<file path="config.mk">
export PLATFORM = sky130hd
export DESIGN_NAME = batcharger_adcseq
export DESIGN_NICKNAME = d
export VERILOG_FILES = /design/src/rtl/batcharger_pkg.sv /design/src/rtl/batcharger_dcnt.sv /design/src/rtl/batcharger_adcseq.sv
export SDC_FILE = /design/constraint.sdc
export NUM_CORES = 1
export LEC_CHECK = 0
export BUFFER_PORTS_ARGS = -buffer_cell sky130_fd_sc_hd__buf_2
export CAP_MARGIN = 30
export CORE_ASPECT_RATIO = 0.9
export CORE_MARGIN = 2
export CORE_UTILIZATION = 45
export CTS_CLUSTER_DIAMETER = 60
export DETAILED_ROUTE_END_ITERATION = 8
export GPL_TIMING_DRIVEN = 1
export PLACE_DENSITY = 0.68
export SLEW_MARGIN = 20
export SYNTH_ARGS = -nofsm -noshare
export SYNTH_HDL_FRONTEND = slang
export SYNTH_HIERARCHICAL = 1
export SYNTH_SLANG_ARGS = --single-unit
</file>
<file path="constraint.sdc">
create_clock -name clk -period 5.75 [get_ports clk]
set_input_delay 0.2875 -clock clk [delete_from_list [all_inputs] [get_ports clk]]
set_output_delay 0.2875 -clock clk [all_outputs]
set_load 0.005 [all_outputs]
</file>
<file path="src/rtl/batcharger_pkg.sv">
// Shared definitions for the battery-charger ADC front end: channel
// encodings, sequencer states and the channel round-robin helper.
package batcharger_pkg;

    localparam int ADC_W = 8;   // external ADC word width
    localparam int CNT_W = 8;   // settle/timeout down-counter width

    // Analog mux select encodings; 2'b11 is never driven.
    localparam logic [1:0] CH_V = 2'b00;
    localparam logic [1:0] CH_I = 2'b01;
    localparam logic [1:0] CH_T = 2'b10;

    typedef enum logic [1:0] {
        ST_IDLE  = 2'd0,
        ST_SEL   = 2'd1,
        ST_CONV  = 2'd2,
        ST_STORE = 2'd3
    } seq_state_e;

    // Result of a round-robin search: hit is low when no channel is requested.
    typedef struct packed {
        logic       hit;
        logic [1:0] ch;
    } ch_pick_t;

    // Successor in the cyclic order V -> I -> T -> V.
    function automatic logic [1:0] ch_succ(input logic [1:0] ch);
        case (ch)
            CH_V:    return CH_I;
            CH_I:    return CH_T;
            default: return CH_V;
        endcase
    endfunction

    function automatic logic ch_req(input logic [1:0] ch, input logic v,
                                    input logic i, input logic t);
        case (ch)
            CH_V:    return v;
            CH_I:    return i;
            CH_T:    return t;
            default: return 1'b0;
        endcase
    endfunction

    // First requested channel strictly after 'base' in cyclic order; 'base'
    // itself is the last candidate, so a lone channel repeats back-to-back.
    function automatic ch_pick_t pick_next(input logic [1:0] base, input logic v,
                                           input logic i, input logic t);
        ch_pick_t   r;
        logic [1:0] c;
        r.hit = 1'b0;
        r.ch  = CH_V;
        c     = base;
        for (int k = 0; k < 3; k++) begin
            c = ch_succ(c);
            if (!r.hit && ch_req(c, v, i, t)) begin
                r.hit = 1'b1;
                r.ch  = c;
            end
        end
        return r;
    endfunction

endpackage

</file>
<file path="src/rtl/batcharger_dcnt.sv">
// Loadable down-counter with zero flag, shared by the settle and the
// conversion-timeout phases of the ADC sequencer. Saturates at zero.
module batcharger_dcnt
    import batcharger_pkg::*;
(
    input  logic             clk,
    input  logic             rstz,
    input  logic             load,
    input  logic [CNT_W-1:0] load_val,
    input  logic             dec,
    output logic             zero
);

    logic [CNT_W-1:0] cnt;

    // Load takes priority over decrement; hold once zero is reached.
    always_ff @(posedge clk or negedge rstz) begin
        if (!rstz) begin
            cnt <= '0;
        end else if (load) begin
            cnt <= load_val;
        end else if (dec && (cnt != '0)) begin
            // NOTE: registers are updated with <= so every flop samples the
            // pre-edge value; blocking = here would create ordering races.
            cnt <= cnt - CNT_W'(1);
        end
    end

    assign zero = (cnt == '0);

endmodule

</file>
<file path="src/rtl/batcharger_adcseq.sv">
// ADC front-end sequencer: time-multiplexes one 8-bit ADC across the battery
// voltage, current and temperature channels and registers each result for
// the charger controller.
module batcharger_adcseq
    import batcharger_pkg::*;
#(
    parameter int SETTLE  = 4,   // mux settle cycles before adc_start, 1..15
    parameter int TIMEOUT = 63   // max CONV cycles incl. the start cycle, 2..255
) (
    input  logic             clk,
    input  logic             rstz,
    input  logic             en,
    input  logic             imonen,
    input  logic             vmonen,
    input  logic             tmonen,
    input  logic             adc_eoc,
    input  logic [ADC_W-1:0] adc_data,
    output logic [1:0]       adc_sel,
    output logic             adc_start,
    output logic [ADC_W-1:0] vbat,
    output logic [ADC_W-1:0] ibat,
    output logic [ADC_W-1:0] tbat,
    output logic             vtok,
    output logic             adc_err
);

    // Counter reload values: SEL lasts SETTLE cycles, CONV at most TIMEOUT.
    localparam logic [CNT_W-1:0] SETTLE_LD  = CNT_W'(SETTLE - 1);
    localparam logic [CNT_W-1:0] TIMEOUT_LD = CNT_W'(TIMEOUT - 1);

    seq_state_e       state, state_nxt;
    ch_pick_t         pick;
    logic [1:0]       last_ch;
    logic [ADC_W-1:0] stage;
    logic             vvalid, ivalid, tvalid;

    logic             cnt_load, cnt_dec, cnt_zero;
    logic [CNT_W-1:0] cnt_val;
    logic             start_nxt, sel_load, capture, store, timeout;

    batcharger_dcnt u_dcnt (
        .clk      (clk),
        .rstz     (rstz),
        .load     (cnt_load),
        .load_val (cnt_val),
        .dec      (cnt_dec),
        .zero     (cnt_zero)
    );

    // Sequencer state register.
    always_ff @(posedge clk or negedge rstz) begin
        if (!rstz) state <= ST_IDLE;
        else       state <= state_nxt;
    end

    // Next-state and per-cycle control decode.
    always_comb begin
        // NOTE: every output of this block gets a default first, so no path
        // leaves a signal unassigned and no latch is inferred.
        state_nxt = state;
        cnt_load  = 1'b0;
        cnt_val   = SETTLE_LD;
        cnt_dec   = 1'b0;
        start_nxt = 1'b0;
        sel_load  = 1'b0;
        capture   = 1'b0;
        store     = 1'b0;
        timeout   = 1'b0;
        // In IDLE resume after the last converted channel, otherwise after
        // the channel currently being converted.
        pick = pick_next((state == ST_IDLE) ? last_ch : adc_sel,
                         vmonen, imonen, tmonen);

        case (state)
            ST_IDLE: begin
                if (en && pick.hit) begin
                    state_nxt = ST_SEL;
                    sel_load  = 1'b1;
                    cnt_load  = 1'b1;
                end
            end
            ST_SEL: begin
                if (cnt_zero) begin
                    state_nxt = ST_CONV;
                    start_nxt = 1'b1;
                    cnt_load  = 1'b1;
                    cnt_val   = TIMEOUT_LD;
                end else begin
                    cnt_dec = 1'b1;
                end
            end
            ST_CONV: begin
                // adc_eoc is ignored in the start cycle; on the last CONV
                // cycle it still wins over the timeout.
                if (!adc_start && adc_eoc) begin
                    capture   = 1'b1;
                    state_nxt = ST_STORE;
                end else if (cnt_zero) begin
                    timeout   = 1'b1;
                    state_nxt = pick.hit ? ST_SEL : ST_IDLE;
                    sel_load  = pick.hit;
                    cnt_load  = pick.hit;
                end else begin
                    cnt_dec = 1'b1;
                end
            end
            ST_STORE: begin
                store     = 1'b1;
                state_nxt = pick.hit ? ST_SEL : ST_IDLE;
                sel_load  = pick.hit;
                cnt_load  = pick.hit;
            end
            default: state_nxt = ST_IDLE;
        endcase

        if (!en) state_nxt = ST_IDLE;
    end

    // Mux select, start pulse, staging, result registers and flags.
    always_ff @(posedge clk or negedge rstz) begin
        if (!rstz) begin
            // NOTE: the staging register and result registers are reset
            // along with the control flops so no X ever reaches the charger.
            adc_sel   <= CH_V;
            adc_start <= 1'b0;
            stage     <= '0;
            vbat      <= '0;
            ibat      <= '0;
            tbat      <= '0;
            vvalid    <= 1'b0;
            ivalid    <= 1'b0;
            tvalid    <= 1'b0;
            vtok      <= 1'b0;
            adc_err   <= 1'b0;
            last_ch   <= CH_T;
        end else if (!en) begin
            adc_sel   <= CH_V;
            adc_start <= 1'b0;
            stage     <= '0;
            vbat      <= '0;
            ibat      <= '0;
            tbat      <= '0;
            vvalid    <= 1'b0;
            ivalid    <= 1'b0;
            tvalid    <= 1'b0;
            vtok      <= 1'b0;
            adc_err   <= 1'b0;
            last_ch   <= CH_T;
        end else begin
            adc_start <= start_nxt;
            if (sel_load) adc_sel <= pick.ch;
            if (capture)  stage   <= adc_data;
            if (store) begin
                case (adc_sel)
                    CH_V:    begin vbat <= stage; vvalid <= 1'b1; end
                    CH_I:    begin ibat <= stage; ivalid <= 1'b1; end
                    CH_T:    begin tbat <= stage; tvalid <= 1'b1; end
                    default: ;
                endcase
            end
            // A timed-out channel keeps its old data but loses validity.
            if (timeout) begin
                adc_err <= 1'b1;
                case (adc_sel)
                    CH_V:    vvalid <= 1'b0;
                    CH_I:    ivalid <= 1'b0;
                    CH_T:    tvalid <= 1'b0;
                    default: ;
                endcase
            end
            if (store || timeout) last_ch <= adc_sel;
            // Current validity is deliberately excluded from vtok.
            vtok <= vvalid & tvalid;
        end
    end

endmodule
</file>
* After elaboration in Yosys (flattened, before gate mapping)
Cells that the tools add are included.
** Cells by class
- Equality and inequality tests :: 23
- Reduce and logical (&&, ||, !) cells :: 22
- Multiplexer cells :: 65
- Bitwise logic cells :: 1
- Add/sub/neg operators :: 1
** Operators by type and width (count)
- $mux W8 :: 13
- $mux W1 :: 27
- $mux W2 :: 10
- $ne A2 B1 Y1 const B :: 8
- $eq A2 B1 Y1 const B :: 6
- $eq A2 B2 Y1 const B :: 6
- $logic_not A2 Y1 :: 6
- $mux W6 :: 2
- $pmux W1 S3 :: 4
- $pmux W2 S2 :: 3
- $mux W3 :: 3
- $logic_not A8 Y1 :: 1
- $pmux W2 S4 :: 1
- $reduce_bool A8 Y1 :: 1
- $sub A8 B1 Y8 const B :: 1
- $reduce_and A2 Y1 :: 3
- $logic_and A1 B1 Y1 :: 5
- $ne A4 B4 Y1 const B :: 1
- $pmux W1 S4 :: 1
- $logic_not A1 Y1 :: 3
- $ne A3 B2 Y1 const B :: 1
- $ne A3 B3 Y1 const B :: 1
- $reduce_and A3 Y1 :: 1
- $pmux W1 S2 :: 1
- 3 further kinds :: 3
** Word-level totals
- Input bits :: 15
- Output and inout bits :: 29
- Logic and storage cells :: 125
- Register bits after elaboration :: 51

* Depth between registers and ports, before layout
- Word-level depth :: 18
- Mapped depth :: 11
- Gate-level depth less buffers :: 10

* Modules after synthesis
Netlist, hierarchy kept.
** By module, submodules not included
- batcharger_adcseq :: times used 1, seq. area each 1077.3 um^2, cells each 196, area each 2009.4 um^2
- batcharger_dcnt :: times used 1, seq. area each 200.2 um^2, cells each 58, area each 528.0 um^2

* Worst setup path before layout
No wires, ideal clock.
- Path kind :: register to register
- From :: register u_dcnt.cnt[0]
- To :: register u_dcnt.cnt[7]
- Stages on the path, launching flop included :: 11
- Required time :: 5.624 ns
- Library setup time :: 0.126 ns
- Setup slack :: 3.130 ns
- Arrival time :: 2.494 ns
- Buffers on the path :: 0
- Period minus slack after synthesis :: 2.620 ns
- Cell sequence :: dfrtp_1 inv_1 ha_1 or3b_2 nor2_1 a31oi_1 o21ai_0 o21a_1 clkinv_1 o311a_1 a221o_1
** On the way
- Elaborated cells on any way between the ends :: 14
- Those cells by class :: 1 x add/sub; 9 x mux; 4 x reduce/logical
** RTL lines
- from (decl) :: line batcharger_dcnt.sv:14 : logic [CNT_W-1:0] cnt;
- from (signal assigned) :: line batcharger_dcnt.sv:21 : cnt <= load_val;
- from (signal assigned) :: line batcharger_dcnt.sv:25 : cnt <= cnt - CNT_W'(1);
- $logic_not A8 Y1 (*) :: line batcharger_dcnt.sv:29 : assign zero = (cnt == '0);
- named net cnt_zero :: line batcharger_adcseq.sv:37 : logic cnt_load, cnt_dec, cnt_zero;
- $mux W1 :: line batcharger_adcseq.sv:98 : end else if (cnt_zero) begin
- $mux W1 :: line batcharger_adcseq.sv:95 : if (!adc_start && adc_eoc) begin
- $pmux W1 S4 (*) :: line batcharger_adcseq.sv:74 : case (state)
- named net cnt_load :: line batcharger_adcseq.sv:37
- $mux W8 / $reduce_bool A2 Y1 (equally long branches)
Mark *: on every way through the listed nets, which the timed path passes. The rest lies on a longest branch. The select of a mux whose other input is x is not followed.
A chain may end at the register's enable or synchronous reset.

* Worst setup path after layout
Same ends and word-level chain as after synthesis.

==> metrics.txt <==
status finished, final reports clean; global-route wire length before repair 8.769 mm; HPWL Detailed 3.641 mm; CTS buffer count 5; number of buffers inserted to repair setup after CTS 0; routability cong. 0.8195; register area share after synthesis 0.5035; number of buffer cells added on primary ports 43; Final Skew 0.008436 ns; Netlist cell types between 40 and 50; full die area between 6000 and 7000 µm²; die width about 83 µm; fill cell count 476; Yosys Warn Count 6; maximum clock insertion buffer count 2; highest achievable clock rate just under 0.3 GHz; Slew @ Worst Pin 0.7386 ns; clock latency of the later-clocked register in the worst-skew pair 0.31 ns; ordered list of cells on the worst path inv_1, ha_1, or3b_2, nor2_1, a31oi_1, o21ai_0, o21a_1, clkinv_1, o311a_1, a221o_1; wire length per cell roughly 15 µm; predominant post-synthesis flop cell sky130_fd_sc_hd__dfrtp_1; Min-Delay Path Class in -> async; Max Cap Viol 0; Worst Hold Slack 0.08099 ns; hold-fix buffer count after cts 0; sequential power share 0.439; Leak Pwr 1.494 nW; total power of the final layout between 1 and 1.5 mW; FF+latch count, synth 51; CTS tree built; Clock Root Buffer sky130_fd_sc_hd__clkbuf_8; IO Pins 44; commonest non-fill, non-tap cell in the layout sky130_fd_sc_hd__dfrtp_1; RSZ-0062 raised after global routing false; number of vias in the routed layout 1971; via-per-instance ratio ~5.4; number of optimization iterations in the first detailed-route pass 5; global-route usage over all layers 0.1764; number of enable-type register cells in the synthesized netlist 0; total number of clock tree sinks 51; DRC violation count after routing 0; Async S/R FF share, synth 1.000; synthesized area 2537 µm²; capturing element type of the critical path flop; Logic pwr share 0.345; final number of setup-violating endpoints 0; initial antenna violation count 0; most used cells in the layout excluding fill and tap cells sky130_fd_sc_hd__dfrtp_1, sky130_fd_sc_hd__buf_2, sky130_fd_sc_hd__nor2_1; Critical-path top delay cell sky130_fd_sc_hd__or3b_2; largest net degree at the start of global routing 52; Net Switching 384.1 µW; final WL 5.266 mm; clk slew on worst S/H paths about 0.09 ns; Cell Pwr Density 352.9 nW/µm²; FF-to-FF setup slack 2.37 ns; Antenna diodes 0; period utilization 0.5886; fraction of final layout cells with drive strength greater than 1 0.2095; number of instances in the synthesized netlist 254; switching share of power 0.3743; number of nets with antenna violations after detailed routing 0; Setup TNS Final 0 ns; maximum single-stage delay on the critical path 0.48 ns; synth-to-layout area growth 14.60%; initial DRC count 50; effective utilization at floorplan 0.4744; kind of critical path reg -> reg; min Tclk post-route approximately 3.4 ns; internal power 642.2 µW; peak supply drop 0.0001797 V; arrival time of the worst setup path approximately 3.6 ns; final number of hold-violating endpoints 0; Max transition margin 0.5066; maximum fanout along the worst path 14; area of the core region ~5300 µm²; H-tree level count 2; per-instance average area after synthesis about 10 µm²; Pins Over Slew Limit 0; data required time at the worst endpoint 5.95 ns; Die Height 75.24 µm; via count of the first global-routing pass ~1900; Post-layout nets between 300 and 400; number of cells upsized or downsized after cts 0; Site Rows 25; total global routing overflow 0; category of the worst setup path launch point flop; power share of the clock group 0.215
==> cells in the mapped netlist (4+ instances only) <==
library cell / number / area share
sky130_fd_sc_hd__a21oi_1: 19 / 0.037
sky130_fd_sc_hd__nand3_1: 11 / 0.022
sky130_fd_sc_hd__mux2i_1: 26 / 0.10
sky130_fd_sc_hd__o21ai_0: 9 / 0.018
sky130_fd_sc_hd__buf_2: 8 / 0.016
sky130_fd_sc_hd__nor3b_1: 5 / 0.015
sky130_fd_sc_hd__ha_1: 7 / 0.035
sky130_fd_sc_hd__nor3_1: 4 / 0.0079
sky130_fd_sc_hd__nand2_1: 15 / 0.022
sky130_fd_sc_hd__inv_1: 9 / 0.013
sky130_fd_sc_hd__nor2_1: 37 / 0.055
sky130_fd_sc_hd__nand4_1: 4 / 0.0099
sky130_fd_sc_hd__dfrtp_1: 50 / 0.49
==> power groups by stage <==
stage	Clock, mW	Combinational (mW)	Sequential (mW)
3_3_place_gp	0	0.349	0.453
4_1_cts	0.227	0.352	0.450
2_1_floorplan	0	0.282	0.444
6_report	0.221	0.354	0.451
3_5_place_dp	0	0.352	0.456
5_1_grt	0.245	0.399	0.458
==> cell type report <==
cell class | count | area, µm² | area share
clock buffer | 6 | 82.58 | 0.02840
clock inverter | 2 | 16.27 | 0.005594
inverter | 10 | 37.54 | 0.01291
multi-input combinational | 181 | 1172 | 0.4032
sequential | 51 | 1277 | 0.4393
tap | 67 | 83.83 | 0.02883
timing repair buffer | 46 | 237.7 | 0.08176
==> worst max-delay path, delay by kind of cell, from the launching register on <==
kind	cells	cell delay, ns
buffers and inverters	2	0.50
AOI/OAI and AO/OA	5	1.32
DFF	1	0.41
adders and majority gates	1	0.19
and+or+nand+nor	2	0.86
==> sequential cells by signal, indices dropped and copies added (netlist names) <==
| signal | cells |
|---|---|
| adc_start | 1 |
| adc_err | 1 |
| vbat | 8 |
| last_ch | 2 |
| adc_sel | 2 |
| vvalid | 1 |
| vtok | 1 |
| tvalid | 1 |
| u_dcnt/cnt | 8 |
| ibat | 8 |
| tbat | 8 |
| state | 2 |
| stage | 8 |
==> routing by layer <==
metal / GRT usage / share of wire
met5: 0 / 0
met1: 0.2434 / 0.50
met4: 0.06922 / 0.012
met3: 0.04057 / 0.044
met2: 0.2751 / 0.45
==> path summary, 6_finish.rpt <==
check / start / to / cells after the start
worst max-delay path: u_dcnt/cnt[0] / u_dcnt/cnt[7] / 10
worst min-delay path: rstz / adc_sel[1] / 2
worst max register to register: u_dcnt/cnt[0] / u_dcnt/cnt[7] / 10
worst min register to register: last_ch[1] / last_ch[1] / 2
max in group asynchronous: rstz / u_dcnt/cnt[4] / 2
min in group clk: adc_data[3] / stage[3] / 3
==> per-stage QoR <==
| step | util | instance area [µm²] | setup WS [ns] | instances |
|---|---|---|---|---|
| after floorplan | - | 2541 | 3.130 | 255 |
| after global placement | 0.5237 | 2801 | 2.525 | 354 |
| after detailed placement | 0.5237 | 2801 | 2.410 | 354 |
| after CTS | 0.5422 | 2900 | 2.415 | 362 |
| after global routing | 0.5436 | 2908 | 2.086 | 363 |
| final | 0.5436 | 2908 | 2.366 | 363 |
==> cells by family after synthesis <==
kind of cell	share of synthesized area
AOI/OAI and AO/OA	0.1371
adders and majority gates	0.03452
buffers and inverters	0.03797
DFF	0.5035
muxes	0.1026
other	0.002960
and+or+nand+nor	0.1815
No activity file was read; power rests on OpenSTA's default activity.
